<file path="config.mk">
export PLATFORM = sky130hd
export DESIGN_NAME = sample_serializer
export DESIGN_NICKNAME = d
export VERILOG_FILES = /design/src/rtl/sample_serializer.sv
export SDC_FILE = /design/constraint.sdc
export NUM_CORES = 1
export LEC_CHECK = 0
export ABC_AREA = 1
export CORE_MARGIN = 3
export CORE_UTILIZATION = 51
export CTS_CLUSTER_DIAMETER = 80
export CTS_CLUSTER_SIZE = 10
export DETAILED_ROUTE_END_ITERATION = 16
export PLACE_DENSITY = 0.93
export RECOVER_POWER = 25
export SYNTH_ARGS = -nofsm -noshare
export SYNTH_HDL_FRONTEND = slang
export SYNTH_SLANG_ARGS = --single-unit
</file>
<file path="constraint.sdc">
create_clock -name clk -period 2.35 [get_ports clk]
set_input_delay 0.3525 -clock clk [delete_from_list [all_inputs] [get_ports clk]]
set_output_delay 0.3525 -clock clk [all_outputs]
set_load 0.1 [all_outputs]
</file>
<file path="src/rtl/sample_serializer.sv">
// Frame-at-once capture, one-sample-per-beat valid/ready streamer.
// Each frame is streamed in natural or bit-reversed index order, picked when the frame is captured.
module sample_serializer #(
  parameter  int DATA_LENGTH = 8,
  parameter  int N_SAMPLES   = 32,
  localparam int SEL_W       = $clog2(N_SAMPLES)
) (
  input  logic                             clk,
  input  logic                             rst,
  input  logic [N_SAMPLES*DATA_LENGTH-1:0] in_data,
  input  logic                             in_valid,
  output logic                             in_ready,
  input  logic                             bitrev_mode,
  output logic [DATA_LENGTH-1:0]           out_data,
  output logic                             out_valid,
  input  logic                             out_ready,
  output logic [SEL_W-1:0]                 out_index,
  output logic                             out_last,
  output logic                             busy
);

  localparam logic [SEL_W-1:0] LAST_CNT = SEL_W'(N_SAMPLES - 1);

  typedef enum logic {IDLE, STREAM} state_e;

  state_e                                  state_q;
  logic [N_SAMPLES-1:0][DATA_LENGTH-1:0]   frame_q;
  logic                                    mode_q;
  logic [SEL_W-1:0]                        cnt_q;
  logic [SEL_W-1:0]                        cnt_rev;
  logic [SEL_W-1:0]                        src;
  logic                                    beat;
  logic                                    capture;

  for (genvar i = 0; i < SEL_W; i++) begin : g_rev
    assign cnt_rev[i] = cnt_q[SEL_W-1-i];
  end

  assign src       = mode_q ? cnt_rev : cnt_q;
  assign out_data  = frame_q[src];
  assign out_index = src;
  assign out_valid = (state_q == STREAM);
  assign busy      = out_valid;
  assign out_last  = out_valid && (cnt_q == LAST_CNT);
  assign beat      = out_valid && out_ready;
  // Ready on the final accepted beat lets the next frame land with no bubble.
  assign in_ready  = (state_q == IDLE) || (beat && out_last);
  assign capture   = in_valid && in_ready;

  always_ff @(posedge clk) begin
    if (rst) begin
      state_q <= IDLE;
      frame_q <= '0;
      mode_q  <= 1'b0;
      cnt_q   <= '0;
    end else if (capture) begin
      state_q <= STREAM;
      frame_q <= in_data;
      mode_q  <= bitrev_mode;
      cnt_q   <= '0;
    end else if (beat) begin
      if (out_last) begin
        state_q <= IDLE;
        cnt_q   <= '0;
      end else begin
        cnt_q   <= cnt_q + SEL_W'(1);
      end
    end
  end

endmodule
</file>
==> flow_metrics.py <==
metrics = {
    "run_status": {
        "outcome": "finished, violations left",
        "violations": "setup timing",
    },
    "die": {
        "die_area_sq_um": 25700,
        "row_count": 55,
        "die_w_um": 160,
        "start_util": 0.527,
        "ios": 278,
        "die_h_um": 160,
        "coreArea_sq_um": 23100,
    },
    "clocking": {
        "cts_max_level": 1,
        "cts_tree": "built",
        "path_clk_slew_ns": 0.06,
        "cts-root-buf": "clkbuf_16",
        "cts_buffers": 30,
        "cts_buffer_depth": 3,
        "cts_hold_buf": 0,
        "insertion_delay_ns": 0.56,
        "clock_sinks": 263,
    },
    "grt": {
        "grt_pass1_vias": 12700,
        "grt_pass1_wl_um": 64300,
        "grt_usage": 0.304,
        "overflow": 0,
        "grt_max_degree": 144,
        "antenna_found_initial": 2,
    },
    "cells_and_area": {
        "fin_area_sq_um": 17300,
        "syn2layout_area_growth_pct": 42.0,
        "nFillCells": 1569,
        "nNetsFinal": 2254,
        "drive_gt1_frac": 0.120,
        "final_cells": 2306,
        "fin_util": 0.749,
    },
    "sta": {
        "rsz0062_at_grt": "true",
        "fmax_mhz": 361,
        "tightest_slew_ns": 0.543,
        "clock_skew_ns": 0.0203,
        "postLayoutSetupSlackWorst_ns": -0.418,
        "slew_viol_final": 0,
        "finalHoldWorstSlack_ns": 0.416,
        "fin_crit_sh": 1.18,
        "hold_viol": 0,
        "relSlewSlack": 0.639,
        "setup_viol": 9,
        "period_needed_ns": 2.77,
        "fin_tns_setup_ns": -2.91,
    },
    "min_path": {
        "hold_path.class": "in -> reg",
    },
    "drt": {
        "detail-route-antenna-nets": 0,
        "drc_errors": 0,
        "firstDrtPassIters": 7,
        "drt_iter0_drc": 1699,
        "routedWlPerCell_um": 19.1,
        "vias_per_cell": 5.82,
        "dr_total_vias": 13400,
        "drt-total-wl_um": 44000,
    },
    "placed_design": {
        "dp_cells": 2243,
        "hpwl_um": 28300,
        "port_buffers": 277,
        "placed_area_sq_um": 15400,
        "routabilityCongestion": 0.866,
        "post-place-ws_ns": 0.0553,
    },
    "setup_path": {
        "crit_path_max_fanout": 10,
        "cp_cell_sequence": "buf_12 -> o21ai_4 -> buf_12 -> buf_16 -> nand3_1 -> nand3_1 -> nand3_1 -> nand2_2 -> nand2_2 -> nand2_2 -> buf_12",
        "cpPeakStageDelay_ns": 0.37,
        "endpoint_kind": "primary output",
        "cp-start-kind": "flip-flop",
        "cp_data_arrival_time_ns": 2.42,
        "slowest_stage": "dfxtp_4",
        "critPathBufInv": 4,
        "critPathTopFamily": "buffers and inverters",
        "cp.required_ns": 2.00,
        "path_class": "reg -> out",
    },
    "yosys": {
        "synth_top_cell_area_share": 0.433,
        "synth_flop_cell": "dfxtp_1",
        "synth_fp_nets": 2013,
        "yosysSeqAreaShare": 0.433,
        "synth_seq_cells": 263,
        "synth_commonest_cells": "nand3_1, dfxtp_1, o21ai_0, inv_1, a21oi_1",
        "synthArstFlopShare": 0,
        "synth_edf_count": 0,
        "synthesis.area_per_instance_sq_um": 6.95,
        "synthAdderAreaFrac": 0.00206,
        "synth_compound_area_frac": 0.205,
        "ys_types": 24,
        "netlist_instances": 1750,
        "synth.most_common_cell": "nand3_1",
        "synth.cell_area_sq_um": 12200,
        "yosysWarnings": 0,
        "synth_top_family_by_area": "simple AND/OR/NAND/NOR gates",
        "synth_area_leader_cell": "dfxtp_1",
        "synthSimpleGateAreaFrac": 0.229,
        "netlist_top_cells_area": "dfxtp_1, nand3_1, o21ai_0",
        "synthMuxAreaShare": 0,
        "synthXorXnorAreaFrac": 0.000721,
    },
    "power": {
        "p_leak_nw": 7.05,
        "ir_drop_v": 0.000637,
        "pwr_density_cell_nw_per_um2": 666,
        "finalPower_mw": 11.5,
    },
    "flow_run": {
        "maxCapViolCount": 0,
    },
}
[layout make-up]
| class | instances | area [sq um] | area share |
|---|---|---|---|
| inverter | 239 | 906 | 0.0525 |
| clock inverter | 2 | 25.0 | 0.00145 |
| clock buffer | 30 | 751 | 0.0435 |
| multi-input combinational | 1106 | 5810 | 0.337 |
| tap | 313 | 392 | 0.0227 |
| timing repair buffer | 351 | 4090 | 0.237 |
| antenna | 2 | 5.00 | 0.000290 |
| sequential | 263 | 5280 | 0.306 |
[what timing repair did]
action | in CTS | in global routing
cloned | 4 | 12
pin swaps | 5 | 26
resized for setup | 45 | 92
setup buffers | 12 | 3
endpoints found under the setup margin | 9 | 80
[kinds of logic (layout without fill, tap and decap cells)]
kind of cell | Yosys count | in the layout
AO/OA/AOI/OAI | 494 | 494
XOR/XNOR | 1 | 1
adder cells (fa/ha/maj) | 2 | 2
buffers and inverters | 382 | 622
flip-flops | 263 | 263
other | 0 | 2
AND/OR/NAND/NOR | 608 | 609
[sequential cells by signal, summed over array words and instances (netlist names)]
register	count
cnt_q	5
mode_q	1
busy	1
frame_q	256
[cell usage in the layout (no fill, tap or decap)]
master	count
inv_1	233
clkdlybuf4s50_1	260
ha_2	2
inv_2	4
clkbuf_16	41
nor3_1	1
nand3_1	222
buf_12	35
buf_4	25
dfxtp_4	3
nor2_2	1
buf_16	6
buf_8	4
dfxtp_1	257
clkinv_8	1
nand2_1	192
o21ai_1	139
nand2_8	4
dfxtp_2	3
buf_6	8
nor2_1	68
nand2_4	6
nand3_2	57
nand3_4	1
nand4_1	1
clkinvlp_4	1
o21ai_2	5
inv_6	2
o21ai_4	4
xor2_1	1
o21ai_0	115
a211oi_1	2
nand2_2	24
nand3b_1	32
clkbuf_2	2
diode_2	2
a21oi_1	229
[worst min-delay path: stages]
cell and delay (ns):
clkdlybuf4s50_1 0.40, o21ai_1 0.12, nor2_1 0.05
[where the power goes]
| group | switching [mW] | total (mW) | internal [mW] |
|---|---|---|---|
| registers | 0.123 | 4.96 | 4.83 |
| clock network | 1.75 | 3.99 | 2.24 |
| logic | 1.46 | 2.55 | 1.09 |
[final timing paths]
| check | startpoint | to | slack [ns] | cells past startpoint |
|---|---|---|---|---|
| setup / recovery | mode_q | out_data[5] | -0.42 | 11 |
| hold / removal | in_data[86] | frame_q[86] | 0.42 | 3 |
| setup reg to reg | cnt_q[0] | frame_q[239] | 0.06 | 11 |
| hold reg to reg | frame_q[85] | frame_q[85] | 0.45 | 2 |
[per-layer routing]
| metal | part of all wire | vias up | GRT usage |
|---|---|---|---|
| li1 | - | 6212 | - |
| met1 | 0.37 | 6080 | 0.374 |
| met2 | 0.47 | 910 | 0.522 |
| met3 | 0.10 | 227 | 0.0560 |
| met4 | 0.056 | 0 | 0.135 |
| met5 | 0 | - | 0 |
Power figures use the tool's default switching activity.
==> RTL edit, RTL diff (same settings) <==
The parameter `DATA_LENGTH` goes from 8 to 4.
--- a/src/rtl/sample_serializer.sv
+++ b/src/rtl/sample_serializer.sv
@@ -3,3 +3,3 @@
 module sample_serializer #(
-  parameter  int DATA_LENGTH = 8,
+  parameter  int DATA_LENGTH = 4,
   parameter  int N_SAMPLES   = 32,
Interface: changed (resized in_data and out_data); port bits go from 278 to 146. The function was not compared with the original's and may differ.
==> RTL edit against the original RTL <==
Wire length decreased by 54%; die area fell by 45%; design area fell by 47%; sequential cell count down 128; area after synthesis fell by 47%; largest cell class unchanged; register-to-register slack gained 0.06 ns; power is 46% lower; largest power group unchanged; setup slack better by 0.33 ns; the run still ends with negative setup slack left.
==> RTL edit: results (changes against the original RTL) <==
vias in the first global route 6352 (-50%); hold path depth 2 (-1); CTS HTree Levels 4 (+3); Worst Min Path Start frame_q[56]; met2 WL 9841 um (-52%); Compound-Gate Fraction of Synth Area 0.1971 (-0.007996); post-route insts no fill 1216 (-47%); Flop+latch power 0.00254 W (-49%); Post-Synth Adder-Cell Area 0.003857 (+0.001798); Detail Placement HPWL 12370 um (-56%); post-route setup slack -0.09183 ns (+0.3257 ns); Pwr Total 0.006220 W (-46%); placed cell area 8013 um^2 (-48%); sw frac 0.2715 (-0.01850); VDD IR max 0.0004838 V (-24%); Post-synth top cells nand3_1 (141), dfxtp_1 (135), inv_1 (122), a21oi_1 (116), nand2_1 (115); status finished with violations; worst-case hold path end point frame_q[56]; DRT iter0 DRCs 790 (-54%); largest net degree at the start of global routing 93 (-35%); Final setup viols 4 (-5); # fillers 873 (-44%); combinational power 0.00122 W (-52%); Pleak 3.737 nW (-47%); share of cells above drive strength 1 0.1431 (+0.02309); antenna violations before repair 0 (-2); hold crit path type reg -> reg; Unique masters post-synth 22 (-8.3%); largest cells by area after synthesis dfxtp_1 (42%), nand3_1 (11%), a21oi_1 (8.9%), inv_1 (7.1%), nand2_1 (6.7%); Num CTS Buffers 17 (-43%); Detail Route met3 WL 1634 um (-63%); met1 Usage GRT 0.3247 (-0.04931); length in cells of the worst reg-to-reg path 10 (-1); violated checks negative setup slack; biggest regs frame_q x128, cnt_q x5; sequential fraction of the synthesis area 0.4165 (-0.01668); DR pass1 iterations 5 (-2); Arr. time, crit path 2.09 ns (-0.33 ns); syn avg cell area 7.178 um^2 (+3.3%); IO buf count 145 (-48%); Final Skew 0.008874 ns (-0.01141 ns); WL met1 8131 um (-50%); post-CTS setup buffer count 5 (-7); Net Count, Synth 1039 (-48%); WL final 20070 um (-54%); RR Endpoint frame_q[115]; met3 global-route usage 0.07751 (+0.02154); CP Max Fanout 8 (-2)
-- RTL edit: worst max-delay path: stages (launching register included) --
cell     delay [ns]
dfxtp_4        0.39
buf_6          0.15
nand2_2        0.07
o21ai_4        0.07
buf_12         0.14
buf_8          0.15
nand3_1        0.10
nand3_1        0.10
nand3_2        0.10
nand2_1        0.08
nand2_1        0.06
nand2_2        0.08
buf_12         0.18
-- RTL edit: metrics by stage --
step	hold slack (ns)	setup slack [ns]
floorplan	0.4142	-0.05349
global placement	0.4369	0.2091
detailed placement	0.4421	0.06952
CTS	0.4510	-0.07890
global route	0.4700	-0.1711
finish	0.4538	-0.09183
-- RTL edit: cell type report --
cell class,instances,area [um^2],area share
Clock inverter,4,45.04,0.004970
Timing Repair Buffer,182,1984,0.2189
Multi-Input combinational cell,575,3137,0.3461
Tap cell,168,210.2,0.02319
Sequential cell,135,2720,0.3001
Clock buffer,26,489.2,0.05398
Inverter,126,478.0,0.05273
